==> src/rtl/codec_5b6b_pkg.sv <==
// ============================================================================
// Module      : codec_5b6b_pkg
// Description : Shared types and constants for the 5b/6b encoder/decoder pair:
//               running-disparity type, symbol classes, bit-order indices of
//               the 6b symbol (abcdei) and the K.28 6b codes.
// Revision    : 1.0 - initial release
// ============================================================================
`default_nettype none

package codec_5b6b_pkg;

   // Running disparity state
   typedef enum logic {
      RD_NEG = 1'b0,
      RD_POS = 1'b1
   } rd_e;

   // Disparity class of a received 6b symbol
   typedef enum logic [1:0] {
      CLS_NEUTRAL = 2'd0,
      CLS_POS     = 2'd1,
      CLS_NEG     = 2'd2,
      CLS_INVALID = 2'd3
   } cls_e;

   // Bit positions of the 6b line symbol on the parallel bus
   localparam int c_BIT_A = 0;
   localparam int c_BIT_B = 1;
   localparam int c_BIT_C = 2;
   localparam int c_BIT_D = 3;
   localparam int c_BIT_E = 4;
   localparam int c_BIT_I = 5;

   // K.28 6b codes, written in transmission order abcdei
   localparam logic [5:0] c_K28_RDN  = 6'b001111;
   localparam logic [5:0] c_K28_RDP  = 6'b110000;
   localparam logic [4:0] c_K28_DATA = 5'b11100;

   // Number of ones in a 6b symbol
   function automatic logic [2:0] ones6(input logic [5:0] sym);
      logic [2:0] cnt;
      cnt = 3'd0;
      for (int k = 0; k < 6; k++) begin
         cnt = cnt + {2'b00, sym[k]};
      end
      return cnt;
   endfunction

endpackage

`default_nettype wire

==> src/rtl/decoder_6b5b_lut.sv <==
// ============================================================================
// Module      : decoder_6b5b_lut
// Description : Combinational 6b->5b lookup: decoded EDCBA, table hit, K.28
//               flag, ones-count class and per-RD legality of the symbol.
// Revision    : 1.0 - initial release
// ============================================================================
`default_nettype none

module decoder_6b5b_lut
   import codec_5b6b_pkg::*;
(
   input  logic [5:0] i_data_in,
   output logic [4:0] o_data,
   output logic       o_hit,
   output logic       o_k28,
   output cls_e       o_cls,
   output logic       o_bad_in_neg,
   output logic       o_bad_in_pos
);

   // Neutral D.7 codes: each is only legal under one running disparity
   localparam logic [5:0] c_D7_RDN = 6'b111000;
   localparam logic [5:0] c_D7_RDP = 6'b000111;

   logic [5:0] w_abcdei;
   logic [2:0] w_ones;

   assign w_abcdei = {i_data_in[c_BIT_A], i_data_in[c_BIT_B], i_data_in[c_BIT_C],
                      i_data_in[c_BIT_D], i_data_in[c_BIT_E], i_data_in[c_BIT_I]};
   assign w_ones   = ones6(w_abcdei);

   // Table lookup; both RD variants of each code map to the same data value
   always_comb begin
      o_data = 5'd0;
      o_hit  = 1'b1;
      o_k28  = 1'b0;
      case (w_abcdei)
         6'b100111, 6'b011000: o_data = 5'd0;
         6'b011101, 6'b100010: o_data = 5'd1;
         6'b101101, 6'b010010: o_data = 5'd2;
         6'b110001:            o_data = 5'd3;
         6'b110101, 6'b001010: o_data = 5'd4;
         6'b101001:            o_data = 5'd5;
         6'b011001:            o_data = 5'd6;
         c_D7_RDN, c_D7_RDP:   o_data = 5'd7;
         6'b111001, 6'b000110: o_data = 5'd8;
         6'b100101:            o_data = 5'd9;
         6'b010101:            o_data = 5'd10;
         6'b110100:            o_data = 5'd11;
         6'b001101:            o_data = 5'd12;
         6'b101100:            o_data = 5'd13;
         6'b011100:            o_data = 5'd14;
         6'b010111, 6'b101000: o_data = 5'd15;
         6'b011011, 6'b100100: o_data = 5'd16;
         6'b100011:            o_data = 5'd17;
         6'b010011:            o_data = 5'd18;
         6'b110010:            o_data = 5'd19;
         6'b001011:            o_data = 5'd20;
         6'b101010:            o_data = 5'd21;
         6'b011010:            o_data = 5'd22;
         6'b111010, 6'b000101: o_data = 5'd23;
         6'b110011, 6'b001100: o_data = 5'd24;
         6'b100110:            o_data = 5'd25;
         6'b010110:            o_data = 5'd26;
         6'b110110, 6'b001001: o_data = 5'd27;
         6'b001110:            o_data = 5'd28;
         6'b101110, 6'b010001: o_data = 5'd29;
         6'b011110, 6'b100001: o_data = 5'd30;
         6'b101011, 6'b010100: o_data = 5'd31;
         c_K28_RDN, c_K28_RDP: begin
            o_data = c_K28_DATA;
            o_k28  = 1'b1;
         end
         default:              o_hit  = 1'b0;
      endcase
   end

   // Disparity class from the ones count (table hits only have 2, 3 or 4 ones)
   always_comb begin
      o_cls = CLS_INVALID;
      if (o_hit) begin
         case (w_ones)
            3'd4:    o_cls = CLS_POS;
            3'd2:    o_cls = CLS_NEG;
            default: o_cls = CLS_NEUTRAL;
         endcase
      end
   end

   // Symbols that cannot legally follow the given running disparity
   assign o_bad_in_neg = o_hit && ((o_cls == CLS_NEG) || (w_abcdei == c_D7_RDP));
   assign o_bad_in_pos = o_hit && ((o_cls == CLS_POS) || (w_abcdei == c_D7_RDN));

endmodule

`default_nettype wire

==> src/rtl/decoder_6b5b.sv <==
// ============================================================================
// Module      : decoder_6b5b
// Description : 6b/5b decoder with running-disparity tracking, code and
//               disparity error detection, one-cycle registered outputs.
//               Optional error counter enabled by DECODER_6B5B_ERR_CNT_EN.
// Revision    : 1.0 - initial release
// ============================================================================
`default_nettype none

module decoder_6b5b
   import codec_5b6b_pkg::*;
(
   input  logic       i_clk,
   input  logic       i_rst,
   input  logic [5:0] i_data_in,
   input  logic       i_enb,
   input  logic       i_rd_in,
   input  logic       i_rd_ld,
   output logic [4:0] o_data_out,
   output logic       o_rd_out,
   output logic       o_valid,
   output logic       o_k28,
   output logic       o_code_err,
   output logic       o_disp_err
`ifdef DECODER_6B5B_ERR_CNT_EN
   ,
   output logic [7:0] o_err_cnt
`endif
);

   rd_e        r_rd;
   rd_e        w_rd_cur;
   rd_e        w_rd_next;
   logic [4:0] w_lut_data;
   logic       w_lut_hit;
   logic       w_lut_k28;
   cls_e       w_lut_cls;
   logic       w_bad_in_neg;
   logic       w_bad_in_pos;
   logic [4:0] w_data_d;
   logic       w_k28_d;
   logic       w_code_err_d;
   logic       w_disp_err_d;

   decoder_6b5b_lut u_lut (
      .i_data_in    (i_data_in),
      .o_data       (w_lut_data),
      .o_hit        (w_lut_hit),
      .o_k28        (w_lut_k28),
      .o_cls        (w_lut_cls),
      .o_bad_in_neg (w_bad_in_neg),
      .o_bad_in_pos (w_bad_in_pos)
   );

   // A load in the same cycle replaces the RD the symbol is checked against
   assign w_rd_cur = i_rd_ld ? rd_e'(i_rd_in) : r_rd;

   // RD state register
   always_ff @(posedge i_clk) begin
      if (i_rst) r_rd <= RD_NEG;
      else       r_rd <= w_rd_next;
   end

   // RD next state: unbalanced symbols set RD, neutral and invalid keep it
   always_comb begin
      w_rd_next = w_rd_cur;
      if (i_enb) begin
         case (w_lut_cls)
            CLS_POS: w_rd_next = RD_POS;
            CLS_NEG: w_rd_next = RD_NEG;
            default: w_rd_next = w_rd_cur;
         endcase
      end
   end

   // Decode results for the symbol on the bus this cycle
   always_comb begin
      w_code_err_d = !w_lut_hit;
      w_data_d     = w_lut_hit ? w_lut_data : 5'd0;
      w_k28_d      = w_lut_hit && w_lut_k28;
      w_disp_err_d = (w_rd_cur == RD_POS) ? w_bad_in_pos : w_bad_in_neg;
   end

   // Output registers; results held while no symbol is accepted
   always_ff @(posedge i_clk) begin
      if (i_rst) begin
         o_valid    <= 1'b0;
         o_data_out <= 5'd0;
         o_k28      <= 1'b0;
         o_code_err <= 1'b0;
         o_disp_err <= 1'b0;
      end else begin
         o_valid <= i_enb;
         if (i_enb) begin
            o_data_out <= w_data_d;
            o_k28      <= w_k28_d;
            o_code_err <= w_code_err_d;
            o_disp_err <= w_disp_err_d;
         end
      end
   end

   assign o_rd_out = r_rd;

`ifdef DECODER_6B5B_ERR_CNT_EN
   logic [7:0] r_err_cnt;

   // Saturating count of accepted symbols carrying any error
   always_ff @(posedge i_clk) begin
      if (i_rst) begin
         r_err_cnt <= 8'd0;
      end else if (i_enb && (w_code_err_d || w_disp_err_d) && (r_err_cnt != 8'hFF)) begin
         r_err_cnt <= r_err_cnt + 8'd1;
      end
   end

   assign o_err_cnt = r_err_cnt;
`endif

endmodule

`default_nettype wire

==> config.mk <==
export PLATFORM = sky130hd
export DESIGN_NAME = decoder_6b5b
export DESIGN_NICKNAME = d
export VERILOG_FILES = /design/src/rtl/codec_5b6b_pkg.sv /design/src/rtl/decoder_6b5b_lut.sv /design/src/rtl/decoder_6b5b.sv
export SDC_FILE = /design/constraint.sdc
export NUM_CORES = 1
export LEC_CHECK = 0
export CAP_MARGIN = 20
export CORE_MARGIN = 4
export CORE_UTILIZATION = 25
export DETAILED_ROUTE_END_ITERATION = 8
export PLACE_DENSITY = 0.5
export SLEW_MARGIN = 10
export SYNTH_ARGS = -nofsm -noshare
export SYNTH_HDL_FRONTEND = slang
export SYNTH_HIERARCHICAL = 1
export SYNTH_SLANG_ARGS = --single-unit
==> constraint.sdc <==
create_clock -name i_clk -period 7.1 [get_ports i_clk]
set_clock_uncertainty 0.1 [all_clocks]
set_input_delay 1.42 -clock i_clk [delete_from_list [all_inputs] [get_ports i_clk]]
set_output_delay 1.42 -clock i_clk [all_outputs]
set_load 0.005 [all_outputs]
==> summary.md <==
| Metric | Value |
|---|---|
| Status | `finished clean` |
| Vias per cell | `~5` |
| Placed cell areas | `1698 um^2` |
| CP max stage cell | `fa_1` |
| Critical Path Sink | `o_rd_out$_SDFF_PP0_` |
| Fillers | `just over 600` |
| Crit Path Category | `primary input to flop` |
| GRT overflow | `0` |
| Fin nets | `231` |
| Post-layout util | `a little under a third` |
| Initial antenna violation count | `0` |
| Largest family of logic cells by synthesized area | `simple AND/OR/NAND/NOR gates` |
| Reg2Reg Depth | `3` |
| Initial Util | `26.11%` |
| First-pass GRT wire length | `6555 um` |
| # resized after CTS | `0` |
| Post-Synthesis Cells | `199` |
| Clock sinks | `10` |
| Syn Std Cell Area | `1455 um^2` |
| RR Startpoint | `o_rd_out$_SDFF_PP0_` |
| Die area | `7105 um^2` |
| Number of global-route vias before repair | `about 1,400` |
| Setup crit end kind | `flop` |
| Worst-Margin Slew | `0.6360 ns` |
| Yosys warns | `6` |
| FF-to-FF End | `o_disp_err$_SDFFE_PP0P_` |
| CTS tree | `done` |
| Non-Filler Instances | `around 280` |
| DRT iter0 DRCs | `191` |
| I/O pin count | `21` |
| Die Height | `84.29 um` |
| Compound-Gate Fraction of Synth Area | `~22%` |
| GPL Wtd Cong | `0.8333` |
| Core area | `5574 um^2` |
| CTS Buffer Depth | `2` |
| Worst reg-to-reg setup slack | `between 5 and 6 ns` |
| Asr flop ratio synth | `0%` |
| Clock Latency Late Sink | `0.24 ns` |
| Delay-heaviest family, CP | `adder cells` |
| Count of different cell masters after synthesis | `52` |
| Final setup viols | `0` |
| Worst-path fanout max | `26` |
| Via Count | `1,443` |
| Tot GR Track Use | `11.02%` |
| Pwr dens | `135.9 nW/um^2` |
| Simple-gate share of the synthesized area | `39.29%` |
| Synth Register Bits | `10` |
| DR DRC count | `0` |
| Ratio of cells with drive above 1 in the final layout | `a little under a tenth` |
| Largest net degree at the start of global routing | `32` |
| Number of synthesized flops with an enable pin | `0` |
| Setup bufs post-CTS | `0` |
| WL final | `~3800 um` |
| Root buffer cell | `clkbuf_8` |
| Max-Cap Viols | `0` |
| Post-DP HPWL | `approximately 2800 um` |
| Worst setup SP type | `primary input` |
| Class of the worst hold path | `flop to flop` |
| Drt pass-1 iters | `4` |
| Critical Path Max Stage Delay | `0.50 ns` |
| Arrival @ worst endpoint | `between 4 and 5 ns` |
| CTS H-tree lvls | `1` |
| Area grow syn2layout | `20.46%` |
| Hold-fix buffers, CTS | `0` |
| RSZ-0062 raised after global routing | `no` |
| Die width | `between 80 and 90 um` |
| Port Buffers | `20` |
| Syn_nets | `219` |
| P_leak | `0.6972 nW` |
| Post-route minimum period | `between 4 and 5 ns` |
| Antenna Violating Nets Remaining | `0` |
| Slew headroom | `57.06%` |
| Final Max Slew Viols | `0` |
| Crit. path cell count | `15` |
| Multiplexer area fraction after synthesis | `6.105%` |
| Crit-path cells | `clkdlybuf4s50_1, buf_4, fa_1, inv_1, fa_1, inv_1, ha_1, fa_1, nor3b_1, a21o_1, inv_1, ha_1, nand2b_1, mux2i_1, nor2_1` |
| Primary FF master, synth | `dfxtp_1` |
| Syn_area_per_cell | `7.312 um^2` |
| Final Hold Viols | `0` |
| FMAX | `208.3 MHz` |
| Final period util | `67.60%` |
| CP Data Required Time | `about 7 ns` |
| # rows | `27` |
| Clock transition at path regs | `0.05 ns` |
| TritonCTS Buffers | `3` |
| Seq/Total Area, Yosys | `13.76%` |
| CP startpoint | `i_data_in[3]` |
| Post-Synth Adder-Cell Area | `9.286%` |
| Final Instance Area | `1753 um^2` |
| Drt wl/cell | `13.63 um` |
| CP bufs+invs | `5` |
| Post-Place Cells | `278` |
| Maximum vdd ir drop | `0.00008770 V` |
| Diode count | `0` |
| TNS Setup | `0 ns` |
| Post-Synth XOR/XNOR Area | `1.806%` |
==> final cells by class <==
cell class,instances,area (um^2),area share [%]
multi-input combinational,164,1147,65.45
timing repair buffer,24,230.2,13.13
sequential,10,200.2,11.42
tap,72,90.09,5.139
clock buffer,4,55.05,3.141
inverter,8,30.03,1.713
==> power by group <==
group | leakage [nW] | total [mW] | internal [mW] | switching (mW)
sequential | 0.0819 | 0.0624 | 0.0605 | 0.00189
combinational | 0.587 | 0.104 | 0.0499 | 0.0536
clock | 0.0288 | 0.0724 | 0.0488 | 0.0235
==> registers in the layout (all words and copies together), names as in the netlist <==
signal	cells
o_disp_err	1
o_valid	1
o_k28	1
o_code_err	1
o_data_out	5
o_rd_out	1
==> per-stage QoR <==
step / total power, mW / worst slack (ns) / hold slack (ns)
final: 0.2382 / 2.300 / 0.3757
after global routing: 0.2565 / 2.104 / 0.4040
after CTS: 0.2415 / 2.286 / 0.3774
after detailed placement: 0.1680 / 2.031 / 0.3670
after global placement: 0.1680 / 2.087 / 0.3695
after floorplan: 0.1379 / 2.794 / 0.3686
==> synth_stat cells (3+ instances only) <==
cell type	n	share of area, %
nor2_1	17	4.4
nor2b_1	17	7.3
a21oi_1	15	5.2
nand2_1	13	3.4
nand2b_1	12	5.2
clkbuf_1	10	2.6
dfxtp_1	10	14
nand3b_1	10	5.2
inv_1	8	2.1
nand3_1	7	2.4
ha_1	6	5.2
nor3_1	5	1.7
a211oi_1	4	2.1
a21o_1	4	2.1
a22oi_1	4	2.1
mux2i_1	4	2.8
buf_4	3	1.5
fa_1	3	4.1
mux2_2	3	2.3
nand4_1	3	1.3
or3_1	3	1.3
==> per-layer routing <==
| layer | vias up | track usage, % | wire length (um) |
|---|---|---|---|
| li1 | 732 | - | - |
| met1 | 668 | 14.96 | 1836 |
| met2 | 39 | 17.93 | 1769 |
| met3 | 4 | 1.766 | 181 |
| met4 | 0 | 3.216 | 56 |
| met5 | - | 0 | 0 |
==> cells by family (layout without fill, tap and decap cells) <==
kind of cell / count (synthesis) / count (layout)
and+or+nand+nor: 98 / 98
muxes: 8 / 8
buffers and inverters: 25 / 36
adders and majority gates: 9 / 9
xor gates and xnor gates: 3 / 3
DFF: 10 / 10
AOI/OAI and AO/OA: 46 / 46
==> worst min path at each step <==
| stage | slack, ns | to | start | depth (start not counted) |
|---|---|---|---|---|
| after detailed placement | 0.37 | o_code_err$_SDFFE_PP0P_ | o_code_err$_SDFFE_PP0P_ | 2 |
| final | 0.38 | o_code_err$_SDFFE_PP0P_ | o_code_err$_SDFFE_PP0P_ | 2 |
| after CTS | 0.38 | o_code_err$_SDFFE_PP0P_ | o_code_err$_SDFFE_PP0P_ | 2 |
| after floorplan | 0.37 | o_code_err$_SDFFE_PP0P_ | o_code_err$_SDFFE_PP0P_ | 2 |
| after global placement | 0.37 | o_code_err$_SDFFE_PP0P_ | o_code_err$_SDFFE_PP0P_ | 2 |
| after global routing | 0.40 | o_code_err$_SDFFE_PP0P_ | o_code_err$_SDFFE_PP0P_ | 2 |
==> cell usage in the layout (no fill, tap or decap), types with 5 or more instances in the layout <==
master	count
ha_1	6
inv_1	8
nand2b_1	12
nor2b_1	17
dfxtp_1	10
a21oi_1	15
clkdlybuf4s50_1	20
nand3b_1	10
nor3_1	5
nand2_1	13
nor2_1	17
nand3_1	7
==> worst register-to-register path, cell delays in order (launching register included) <==
cell and delay (ns):
dfxtp_1 0.30, mux2_4 0.28, mux2i_1 0.13, a211oi_2 0.21
No activity file was read; power rests on OpenSTA's default activity.
